[config.mk]
export PLATFORM = sky130hd
export DESIGN_NAME = vna_sweep_sequencer
export DESIGN_NICKNAME = d
export VERILOG_FILES = /design/src/rtl/vna_sweep_sequencer.sv
export SDC_FILE = /design/constraint.sdc
export NUM_CORES = 1
export LEC_CHECK = 0
export ABC_CLOCK_PERIOD_IN_PS = 3800
export BUFFER_PORTS_ARGS = -buffer_cell sky130_fd_sc_hd__buf_4
export CORE_MARGIN = 8
export CORE_UTILIZATION = 30
export CTS_CLUSTER_SIZE = 10
export DETAILED_ROUTE_END_ITERATION = 10
export PLACE_DENSITY = 0.54
export SYNTH_ARGS = -nofsm -noshare
export SYNTH_HDL_FRONTEND = slang
export SYNTH_SLANG_ARGS = --single-unit
[constraint.sdc]
create_clock -name clk_50 -period 3.8 [get_ports clk_50]
set_input_delay 0.38 -clock clk_50 [delete_from_list [all_inputs] [get_ports clk_50]]
set_output_delay 0.38 -clock clk_50 [all_outputs]
set_load 0.005 [all_outputs]
[src/rtl/vna_sweep_sequencer.sv]
// VNA sweep sequencer: decodes UART command bytes into a path list and
// steps the RF switch through it, triggering the VNA and waiting for
// its acquisition-ready edge at every step.
//
// Handshakes: a command is a rising edge of the synchronised rx_new;
// rx_data is sampled in that strobe cycle (the UART holds it stable).
// Each step drives vna_trig high for TRIG_CYCLES. Completion is a rising
// edge of the synchronised acq_rdy, seen either during TRIG or WAIT_ACQ.
// A level that was already high before TRIG does not count.
module vna_sweep_sequencer #(
  parameter int SETTLE_CYCLES      = 50000,
  parameter int TRIG_CYCLES        = 50,
  parameter int ACQ_TIMEOUT_CYCLES = 50000000,
  parameter int LIST_DEPTH         = 8
) (
  input  logic       clk_50,
  input  logic       rst_n,
  input  logic [7:0] rx_data,
  input  logic       rx_new,
  input  logic       acq_rdy,
  output logic [2:0] sw_sel,
  output logic       vna_trig,
  output logic       busy,
  output logic       err,
  output logic [7:0] status,
  output logic [2:0] dbg_state
);

  localparam int IW = $clog2(LIST_DEPTH);
  localparam int CW = IW + 1;
  localparam logic [25:0]   SETTLE_LAST  = 26'(SETTLE_CYCLES - 1);
  localparam logic [25:0]   TRIG_LAST    = 26'(TRIG_CYCLES - 1);
  localparam logic [25:0]   TIMEOUT_LAST = 26'(ACQ_TIMEOUT_CYCLES - 1);
  localparam logic [CW-1:0] LIST_FULL    = CW'(LIST_DEPTH);

  localparam logic [2:0] OP_SET_PATH = 3'b001;
  localparam logic [2:0] OP_LOAD     = 3'b010;
  localparam logic [2:0] OP_CLEAR    = 3'b011;
  localparam logic [2:0] OP_RUN      = 3'b100;
  localparam logic [2:0] OP_STOP     = 3'b101;
  localparam logic [2:0] OP_CLR_ERR  = 3'b110;
  localparam logic [2:0] OP_ILLEGAL  = 3'b111;

  typedef enum logic [2:0] {
    IDLE     = 3'd0,
    SETTLE   = 3'd1,
    TRIG     = 3'd2,
    WAIT_ACQ = 3'd3,
    NEXT     = 3'd4
  } state_t;

  state_t          state_q, state_d;
  logic [2:0]      rx_sync_q, acq_sync_q;
  logic [25:0]     cnt_q, cnt_d;
  logic [2:0]      sw_sel_q, sw_sel_d;
  logic            trig_q, trig_d;
  logic            err_q, err_d;
  logic [CW-1:0]   count_q, count_d;
  logic [IW-1:0]   idx_q, idx_d, idx_inc;
  logic [3:0]      rep_q, rep_d;
  logic            stop_q, stop_d;
  logic            seen_q, seen_d;
  logic [2:0]      list_q [LIST_DEPTH];
  logic            list_we;
  logic            cmd_stb, acq_evt, is_busy, last_step;
  logic [2:0]      op;
  logic            unused_arg_bit;

  assign op             = rx_data[7:5];
  assign unused_arg_bit = rx_data[4];
  assign cmd_stb        = rx_sync_q[1] & ~rx_sync_q[2];
  assign acq_evt        = acq_sync_q[1] & ~acq_sync_q[2];
  assign is_busy        = (state_q != IDLE);
  assign idx_inc        = idx_q + 1'b1;
  assign last_step      = ({1'b0, idx_q} == (count_q - 1'b1));

  assign sw_sel    = sw_sel_q;
  assign vna_trig  = trig_q;
  assign busy      = is_busy;
  assign err       = err_q;
  assign status    = {is_busy, err_q, 3'(count_q), sw_sel_q};
  assign dbg_state = state_q;

  // Two-flop synchronisers plus one history flop for edge detection.
  always_ff @(posedge clk_50 or negedge rst_n) begin
    if (!rst_n) begin
      rx_sync_q  <= '0;
      acq_sync_q <= '0;
    end else begin
      rx_sync_q  <= {rx_sync_q[1:0], rx_new};
      acq_sync_q <= {acq_sync_q[1:0], acq_rdy};
    end
  end

  // Control state registers; reset drops vna_trig asynchronously.
  always_ff @(posedge clk_50 or negedge rst_n) begin
    if (!rst_n) begin
      state_q  <= IDLE;
      cnt_q    <= '0;
      sw_sel_q <= '0;
      trig_q   <= 1'b0;
      err_q    <= 1'b0;
      count_q  <= '0;
      idx_q    <= '0;
      rep_q    <= '0;
      stop_q   <= 1'b0;
      seen_q   <= 1'b0;
    end else begin
      state_q  <= state_d;
      cnt_q    <= cnt_d;
      sw_sel_q <= sw_sel_d;
      trig_q   <= trig_d;
      err_q    <= err_d;
      count_q  <= count_d;
      idx_q    <= idx_d;
      rep_q    <= rep_d;
      stop_q   <= stop_d;
      seen_q   <= seen_d;
    end
  end

  // Path list storage, appended by LOAD.
  always_ff @(posedge clk_50 or negedge rst_n) begin
    if (!rst_n) begin
      for (int i = 0; i < LIST_DEPTH; i++) list_q[i] <= '0;
    end else if (list_we) begin
      list_q[count_q[IW-1:0]] <= rx_data[2:0];
    end
  end

  // Command decode followed by sweep sequencing; the shared counter
  // restarts on every state change.
  always_comb begin
    state_d  = state_q;
    cnt_d    = (state_q == IDLE) ? '0 : cnt_q + 26'd1;
    sw_sel_d = sw_sel_q;
    trig_d   = trig_q;
    err_d    = err_q;
    count_d  = count_q;
    idx_d    = idx_q;
    rep_d    = rep_q;
    stop_d   = stop_q;
    seen_d   = seen_q;
    list_we  = 1'b0;

    if (cmd_stb) begin
      case (op)
        OP_SET_PATH: begin
          if (is_busy) err_d = 1'b1;
          else         sw_sel_d = rx_data[2:0];
        end
        OP_LOAD: begin
          if (is_busy || count_q == LIST_FULL) begin
            err_d = 1'b1;
          end else begin
            list_we = 1'b1;
            count_d = count_q + 1'b1;
          end
        end
        OP_CLEAR: begin
          if (is_busy) err_d = 1'b1;
          else         count_d = '0;
        end
        OP_RUN: begin
          if (is_busy || count_q == '0) begin
            err_d = 1'b1;
          end else begin
            rep_d    = rx_data[3:0];
            idx_d    = '0;
            stop_d   = 1'b0;
            state_d  = SETTLE;
            sw_sel_d = list_q[0];
          end
        end
        OP_STOP:    if (is_busy) stop_d = 1'b1;
        OP_CLR_ERR: err_d = 1'b0;
        OP_ILLEGAL: err_d = 1'b1;
        default: ;
      endcase
    end

    case (state_q)
      SETTLE: begin
        if (cnt_q == SETTLE_LAST) begin
          state_d = TRIG;
          trig_d  = 1'b1;
          seen_d  = 1'b0;
        end
      end
      TRIG: begin
        if (acq_evt) seen_d = 1'b1;
        if (cnt_q == TRIG_LAST) begin
          state_d = WAIT_ACQ;
          trig_d  = 1'b0;
        end
      end
      WAIT_ACQ: begin
        if (seen_q || acq_evt) begin
          state_d = NEXT;
        end else if (cnt_q == TIMEOUT_LAST) begin
          err_d   = 1'b1;
          stop_d  = 1'b0;
          state_d = IDLE;
        end
      end
      NEXT: begin
        if (stop_q) begin
          stop_d  = 1'b0;
          state_d = IDLE;
        end else if (last_step) begin
          idx_d = '0;
          if (rep_q == 4'd1) begin
            state_d = IDLE;
          end else begin
            if (rep_q > 4'd1) rep_d = rep_q - 4'd1;
            state_d  = SETTLE;
            sw_sel_d = list_q[0];
          end
        end else begin
          idx_d    = idx_inc;
          state_d  = SETTLE;
          sw_sel_d = list_q[idx_inc];
        end
      end
      default: ;
    endcase

    if (state_d != state_q) cnt_d = '0;
  end

endmodule

Word level (Yosys, flattened, before mapping)
Index checks and enable logic that the tools add are counted.
{ "totals": {"regBits": 77, "input_bits": 12, "output_inout_bits": 17, "elab_cells": 140} }
{ "classes": {"add_sub_neg": 5, "n_lt_le_gt_ge": 4, "n_eq_ne": 23, "muxes": 69, "n_bitwise": 6, "n_reduce_logical": 13} }
{ "ops": {"columns": ["operator", "n"], "rows": [
  ["two-way mux 3 bit", 25],
  ["two-way mux 26 bit", 2],
  ["two-way mux 4 bit", 10],
  ["adder 26 x 1 -> 26 bit, second input constant", 1],
  ["== test 26 x 16 -> 1 bit, second input constant", 1],
  ["== test 26 bit, second input constant", 1],
  ["== test 26 x 6 -> 1 bit, second input constant", 1],
  ["bitwise mux 24 bit", 1],
  ["two-way mux 1 bit", 21],
  ["== test 3 bit, second input constant", 5],
  ["== test 3 x 2 -> 1 bit, second input constant", 4],
  ["case mux 3 bit (4 select lines)", 1],
  ["inequality test 2 bit, second input constant", 5],
  ["binary-select mux 3 bit (select 3 bit)", 1],
  ["demux 3 bit (select 3 bit)", 1],
  [">= comparator 4 bit, second input constant", 2],
  ["NOT 3 -> 4 bit", 2],
  ["case mux 1 bit (2 select lines)", 4],
  ["case mux 4 bit (2 select lines)", 1],
  ["subtractor 4 x 1 -> 4 bit, second input constant", 2],
  ["== test 3 x 1 -> 1 bit, second input constant", 2],
  ["case mux 3 bit (2 select lines)", 1],
  ["AND reduction 3 bit", 2],
  ["case mux 1 bit (5 select lines)", 1],
  ["other kinds (18)", 23]
]} }

Logic depth before layout (Yosys ltp)
Gate-level depths: netlist (run 1).
{ "depth": {"word_depth": 10, "ltp_mapped": 9, "mapped_depth_nobuf": 7} }

Least setup slack after synthesis (run 1)
Ideal clock, no wire load.
{ "synth_path": {"path_type": "flip-flop to flip-flop", "start": "reg count_q[1]", "end": "reg rep_q[2]", "setup_time_ps": 123, "arrival_ps": 2618, "t_required_ps": 3677, "path_slack_ps": 1059, "path_stages_with_launch": 9, "n_path_buf": 1, "synth_period_minus_slack_ps": 2741, "cell_sequence": "dfrtp_1 > buf_2 > inv_1 > ha_1 > xor2_1 > or4b_2 > a211oi_2 > mux2_2 > o221a_2"} }
{ "synth_between": {"elab_chain_len": 10, "elab_cells_between_ends": 12, "classes_between": "add/sub: 1; eq/ne: 1; mux: 8; reduce/logical: 2"} }
{ "synth_rtl": {"columns": ["item", "line_no", "text"], "rows": [
  ["from (decl)", "58", "logic [CW-1:0] count_q, count_d;"],
  ["from (signal assigned)", "114", "count_q <= count_d;"],
  ["zero test 4 bit", "165", "if (is_busy || count_q == '0) begin"],
  ["logical OR 1 bit", "165", null],
  ["two-way mux 4 bit", "165", null],
  ["two-way mux 4 bit", "147", "case (op)"],
  ["two-way mux 4 bit", "146", "if (cmd_stb) begin"],
  ["two-way mux 4 bit", "215", "if (rep_q > 4'd1) rep_d = rep_q - 4'd1;"],
  ["two-way mux 4 bit", "212", "if (rep_q == 4'd1) begin"],
  ["two-way mux 4 bit", "210", "end else if (last_step) begin"],
  ["two-way mux 4 bit", "207", "if (stop_q) begin"],
  ["two-way mux 4 bit (*)", "182", "case (state_q)"],
  ["net rep_d[2]", "60", "logic [3:0] rep_q, rep_d;"],
  ["to (signal assigned)", "116", "rep_q <= rep_d;"],
  ["to (decl)", "60", null]
]} }
Mark *: on every way through the listed nets, which the timed path passes. The rest lies on a longest branch.
A chain may end at the register's enable or synchronous reset.

Worst setup path after layout (run 1)
Ends and elaborated chain as after synthesis.

==> metrics.cfg, run 1 <==
[status]
outcome = finished clean

[clock_network]
cts_tree = done
numCtsBuffers = 9
clk_pin_slew_ps = 60
hold_buffers = 0
cts-root-buf = clkbuf_16
insertion_delay_ps = 340
clkSinkCount = 77
cts_max_path_buffers = 2
post_cts_resized = 0
postCtsSetupBuffers = 0
cts_max_level = 3

[synthesis]
synth_edf_count = 0
async_flop_share = 1.00
seq_area_frac_synth = 0.444
postSynthCellCount = 423
synth_warnings = 0
synth_area_um2 = 4340
syn_nets = 443
ys_types = 60
ys.flop_type = dfrtp_1
ys_ff_latch = 77
syn_area_per_cell_um2 = 10.3

[pwr]
p_leak_nw = 2.01
power_density_nw_per_um2 = 543
peakVddDrop_mv = 0.223

[min_path]
hold_start = rx_new
hold_class = in2reg
holdPathEnd = rx_sync_q[0]
whs_path_depth = 1

[floorplan]
fp.dieW_um = 136
die_y_um = 136
start_util = 0.303
io_pins = 29
die_area_um2 = 18600
core_area_um2 = 14300
rows = 44

[critical_path]
critPathMaxStageDelay_ps = 680
cpMaxStageDelayCell = or4b_2
reg2reg_setup_slack_ps = 740
regToRegEndpoint = rep_q[2]
crit_buf_inv = 1
reg2regPathDepth = 7
worstPathCellList = inv_1 > ha_1 > xor2_1 > or4b_2 > a211oi_2 > mux2_2 > o221a_2
worstPathArrival_ps = 3290
endpoint_kind = flip-flop
reg2reg_from = count_q[1]
crit_type = reg2reg
setup.worst_path.start_class = flip-flop
critPathRequiredTime_ps = 4030
critPathMaxFanout = 12
cp_top_family = compound AO/OA/AOI/OAI gates

[sta]
maxSlewViolCount = 0
finalHoldViolations = 0
worstMarginPinSlew_ps = 993
setup_violations = 0
relSlewSlack = 0.338
clock-skew-final_ps = 9.26
min_period_ps = 3060
grt_setup_unrepaired = false
finalCritPeriodShare = 0.806
fin_tns_setup_ps = 0
hold_slack_ps = 149
fmax_mhz = 326

[global_route]
grtUsageMet3 = 0.0340
use_met1 = 0.168
grtUsageMet2 = 0.165
overflow = 0
track_usage = 0.119
antenna_found_initial = 0
grt_pass1_wl_um = 17300
top_usage_layer = met1
grt_max_degree = 78
grt_pass1_vias = 3247

[finish]
antenna_cells = 0
area_growth_syn_to_layout_pct = 13.7
layout_commonest_cell = dfrtp_1
final_cell_mix = dfrtp_1 (77), nor4_1 (33), buf_4 (31)
drive_gt1_frac = 0.205
nets = 450

[run]
cap_viol_max_count = 0

[routing]
drc_errors = 0
dr.pass1.iters = 6
first_iter_violations = 235
vias_per_cell = 5.38
final_antenna_net_count = 0
wl_um = 10400
routedWlPerCell_um = 16.8
dr_total_vias = 3332

[placed_design]
place_congestion = 0.771
io_buffers = 27
dpl.hpwl_um = 7130

-- layer usage --
layer | routed length, µm | part of all wire
met2 | 4500 | 0.43
met4 | 167 | 0.016
met1 | 5260 | 0.50
met3 | 498 | 0.048
met5 | 0 | 0
-- synthesized netlist by cell type, types with 11 or more instances --
master	n	area, µm²
inv_1	18	67.6
dfrtp_1	77	1930
xnor2_1	20	175
clkbuf_1	18	67.6
mux2_2	27	304
nor2_1	20	75.1
nor3_1	19	95.1
nand2_1	19	71.3
nor4_1	33	206
o21ai_0	15	75.1
a21oi_1	11	55.1
nand3_1	23	115
-- power breakdown --
| group | total [mW] | leakage, nW | switching (mW) | internal, mW |
|---|---|---|---|---|
| registers | 1.10 | 1.02 | 0.162 | 0.933 |
| clock network | 0.908 | 0.147 | 0.334 | 0.575 |
| logic | 0.673 | 0.841 | 0.354 | 0.319 |
| total | 2.68 | 2.01 | 0.850 | 1.83 |
-- worst reg2reg max path: cells and delay by family (launching register included) --
family	cells	cell delay (ps)
adders and majority gates	1	230
DFF	1	560
muxes	1	400
AOI/OAI and AO/OA	2	760
buffers and inverters	1	180
and+or+nand+nor	1	680
xor gates and xnor gates	1	150
-- state kept, by name, summed over array words and instances (netlist names) --
signal and flops:
acq_sync_q 3, rx_sync_q 3, count_q 4, vna_trig 1
sw_sel 3, stop_q 1, err 1, seen_q 1
rep_q 4, list_q 24, cnt_q 26, dbg_state 3
idx_q 3
-- stage by stage --
| step | util | setup WS, ps | total power, mW | instances | area, µm² |
|---|---|---|---|---|---|
| final | 0.345 | 736 | 2.68 | 619 | 4930 |
| after CTS | 0.345 | 757 | 2.71 | 619 | 4930 |
| after global routing | 0.345 | 562 | 2.84 | 619 | 4930 |
| after detailed placement | 0.323 | 762 | 1.79 | 603 | 4620 |
| after global placement | 0.323 | 803 | 1.76 | 603 | 4620 |
| after floorplan | - | 1060 | 1.59 | 423 | 4340 |
-- layout make-up --
| type | instances | area, µm² |
|---|---|---|
| Sequential cell | 77 | 1930 |
| Timing Repair Buffer | 31 | 233 |
| Inverter | 18 | 67.6 |
| Multi-Input combinational cell | 293 | 2170 |
| Tap cell | 184 | 230 |
| Clock inverter | 4 | 72.6 |
| Fill cell | 1444 | 9380 |
| Clock buffer | 12 | 236 |
-- cells by family (layout without fill, tap and decap cells) --
logic type / count (synthesis) / after routing / share of synthesized area
xor+xnor: 29 / 29 / 0.0586
mux: 35 / 35 / 0.106
buf+inv: 53 / 65 / 0.0574
simple gates: 162 / 162 / 0.214
flops: 77 / 77 / 0.444
compound gates: 59 / 59 / 0.0972
fa+ha+maj: 8 / 8 / 0.0231
-- worst max-delay path by stage --
stage                     from        to  slack (ps)  cells past startpoint
finish              count_q[1]  rep_q[2]         740                      7
floorplan           count_q[1]  rep_q[2]        1060                      8
detailed placement  count_q[1]  rep_q[2]         760                      7
global placement    count_q[1]  rep_q[2]         800                      7
CTS                 count_q[1]  rep_q[3]         760                      7
global route        count_q[1]  rep_q[2]         560                      7
No activity file was read; power rests on OpenSTA's default activity.
==> inputs of run 2 (changes only) <==
--- a/config.mk
+++ b/config.mk
@@ -5,13 +5,14 @@
 export SDC_FILE = /design/constraint.sdc
 export NUM_CORES = 1
 export LEC_CHECK = 0
-export ABC_CLOCK_PERIOD_IN_PS = 3800
+export ABC_AREA = 1
+export ABC_CLOCK_PERIOD_IN_PS = 2800
 export BUFFER_PORTS_ARGS = -buffer_cell sky130_fd_sc_hd__buf_4
 export CORE_MARGIN = 8
 export CORE_UTILIZATION = 30
 export CTS_CLUSTER_SIZE = 10
 export DETAILED_ROUTE_END_ITERATION = 10
-export PLACE_DENSITY = 0.54
+export PLACE_DENSITY = 0.56
 export SYNTH_ARGS = -nofsm -noshare
 export SYNTH_HDL_FRONTEND = slang
 export SYNTH_SLANG_ARGS = --single-unit
==> constraint.sdc (replaced) <==
create_clock -name clk_50 -period 2.8 [get_ports clk_50]
set_input_delay 0.28 -clock clk_50 [delete_from_list [all_inputs] [get_ports clk_50]]
set_output_delay 0.28 -clock clk_50 [all_outputs]
set_load 0.005 [all_outputs]
==> run 2 against run 1 <==
  * The run now ends with hold timing left
  * Synthesized cell count up 45%
  * Clock power up 28%
  * Count of clock-buffer cells in the layout down 2
  * First-iteration DRC count unchanged
  * Critical path depth up 7
  * Sequential share of layout area down 3.8 points
  * Die area up 8.5%
  * Worst hold slack worse by 170 ps
  * Register-to-register slack worse by 120 ps
  * Cell count up 39%
  * Largest cell class unchanged
==> metrics.cfg, run 2 <==
[status]
outcome = finished with violations
violations = hold timing

[global_route]
grt_pass1_wl_um = 20100  ; +16%
antenna_found_initial = 2  ; +2
overflow = 0  ; unchanged
track_usage = 0.126  ; +0.00688
grt_pass1_vias = 3949  ; +22%
grt_max_degree = 49  ; -37%

[sta]
setup_violations = 0  ; unchanged
relSlewSlack = 0.554  ; +0.216
finalCritPeriodShare = 0.780  ; -0.0262
maxSlewViolCount = 0  ; unchanged
finalHoldViolations = 39  ; +39
hold_slack_ps = -23.5  ; -172 ps
min_period_ps = 2180  ; -880 ps
fmax_mhz = 458  ; +40%
worstMarginPinSlew_ps = 669  ; -324 ps
clock-skew-final_ps = 8.52  ; -0.744 ps
fin_tns_setup_ps = 0  ; unchanged
grt_setup_unrepaired = false

[synthesis]
synth_area_um2 = 4760  ; +9.7%
synth.top_cell.area_share = 0.405  ; -0.0392
synth_warnings = 0  ; unchanged
syn_nets = 633  ; +43%
ys.flop_type = dfrtp_1
synthMostInstantiatedCell = nand2_1
seq_area_frac_synth = 0.405  ; -0.0392
postSynthCellCount = 613  ; +45%
synth_edf_count = 0  ; unchanged
ys_types = 44  ; -27%
synth_top_cell_by_area = dfrtp_1
async_flop_share = 1.00  ; unchanged
ys_ff_latch = 77  ; unchanged
synth_commonest_cells = nand2_1 (127), dfrtp_1 (77), o21ai_0 (67), inv_1 (59), nor2_1 (58)
syn_area_per_cell_um2 = 7.76  ; -24%
synth_area_leaders = dfrtp_1 (41%), nand2_1 (10%), o21ai_0 (7.1%), nor2_4 (5.9%), nand3_1 (5.7%)

[floorplan]
die_area_um2 = 20100  ; +8.5%
rows = 46  ; +4.5%
fp.dieW_um = 142  ; +4.2%
io_pins = 29  ; unchanged
die_y_um = 142  ; +4.2%
core_area_um2 = 15700  ; +9.8%
start_util = 0.303  ; about the same

[placed_design]
place_congestion = 0.874  ; +13%
dpl.hpwl_um = 8630  ; +21%
io_buffers = 27  ; unchanged

[pwr]
power_mw = 2.41  ; -10%
peakVddDrop_mv = 0.284  ; +27%
power_density_nw_per_um2 = 441  ; -19%
p_leak_nw = 2.42  ; +20%

[clock_network]
clkSinkCount = 77  ; unchanged
cts_max_path_buffers = 2  ; unchanged
postCtsSetupBuffers = 0  ; unchanged
cts_max_level = 3  ; unchanged
cts_tree = done
hold_buffers = 0  ; unchanged
post_cts_resized = 0  ; unchanged
clk_pin_slew_ps = 60  ; about the same
insertion_delay_ps = 340  ; about the same
numCtsBuffers = 9  ; unchanged
cts-root-buf = clkbuf_16

[critical_path]
setup.worst_path.start_class = flip-flop
crit_type = reg2reg
endpoint_kind = flip-flop
crit_buf_inv = 3  ; +2
cp_top_family = simple AND/OR/NAND/NOR gates
worst-path-stages = 14  ; +7
reg2regPathDepth = 14  ; +7
critPathRequiredTime_ps = 3070  ; -960 ps
worstPathCellList = inv_2 > ha_1 > nand2_1 > inv_1 > nor2_1 > nand2_1 > nor2_2 > nand3_2 > a21oi_2 > nand3_2 > nand2_2 > nand2_4 > buf_12 > nor2_1
critPathMaxFanout = 26  ; +14
critPathMaxStageDelay_ps = 460  ; -220 ps
cpMaxStageDelayCell = dfrtp_1
worstPathArrival_ps = 2450  ; -840 ps

[finish]
drive_gt1_frac = 0.196  ; -0.00895
final_cell_mix = nand2_1 (127), dfrtp_1 (77), o21ai_0 (67)
nets = 660  ; +47%
largest_register = cnt_q
area_growth_syn_to_layout_pct = 14.9
multiInputGateArea_um2 = 2420  ; +12%
largest_reg_flops = 26  ; unchanged
layout_commonest_cell = nand2_1
regArea_um2 = 1930  ; unchanged
top_regs = cnt_q x26, list_q x24
fill_cells = 1695  ; +17%

[routing]
dr.pass1.iters = 5  ; -1
vias_per_cell = 4.58  ; -15%
routedWlPerCell_um = 13.4  ; -20%
final_antenna_net_count = 0  ; unchanged
wl_um = 11600  ; +11%
drc_errors = 0  ; unchanged
first_iter_violations = 235  ; unchanged
dr_total_vias = 3947  ; +18%

[run]
cap_viol_max_count = 0  ; unchanged

[min_path]
hold_class = in2async

[run 2: cell types whose count changed after synthesis, sizes merged, moves of 7 or more]
| cell | change |
|---|---|
| or2 | +7 |
| nor3 | -8 |
| mux2 | -27 |
| o21ai | +52 |
| nor4 | -29 |
| a21oi | +8 |
| nor2 | +75 |
| clkbuf | -14 |
| xor2 | -7 |
| nand3 | +34 |
| inv | +54 |
| nand2 | +120 |
| xnor2 | -18 |
[run 2: routing by layer]
metal | GRT usage | routed length [µm]
met1 | 0.160 | 5470
met2 | 0.201 | 5460
met3 | 0.0366 | 476
met4 | 0.0390 | 140
met5 | 0 | 13
[run 2: logic make-up (layout without fill, tap and decap cells)]
group,after synthesis,count (layout),synth area share
and+or+nand+nor,324,324,0.352
AOI/OAI and AO/OA,109,109,0.129
buffers and inverters,91,122,0.0858
DFF,77,77,0.405
adders and majority gates,8,8,0.0210
xor gates and xnor gates,4,4,0.00737
other,0,1,0
[run 2: layout make-up]
| type | instances | share of cell area |
|---|---|---|
| clock inverters | 5 | 0.0115 |
| multi-input cells | 445 | 0.443 |
| well taps | 216 | 0.0495 |
| clock buffers | 10 | 0.0419 |
| repair buffers | 33 | 0.0499 |
| diodes | 1 | 0.000458 |
| flip-flops and latches | 77 | 0.353 |
| inverters | 74 | 0.0508 |
[run 2: report_power, final]
group          internal [mW]  total, mW  switching [mW]
combinational         0.0468      0.113          0.0661
sequential              1.13       1.14          0.0112
clock                  0.688       1.16           0.469
[run 2: metrics by stage]
stage                     setup slack, ps   util  cell area [µm²]  instances
after global placement                629  0.329             5170        845
after global routing                  423  0.348             5460        861
final                                 616  0.348             5460        861
after CTS                             622  0.348             5460        860
after floorplan                       882      -             4760        613
after detailed placement              638  0.329             5170        845
[run 2: path summary, 6_finish.rpt]
kind | start | to | slack [ps]
setup / recovery | count_q[0] | cnt_q[0] | 620
hold / removal | rst_n | rx_sync_q[0] | -20
setup reg to reg | count_q[0] | cnt_q[0] | 620
hold reg to reg | rx_sync_q[0] | rx_sync_q[1] | 350
max in group asynchronous | rst_n | count_q[0] | 2210
min in group clk_50 | acq_rdy | acq_sync_q[0] | 40
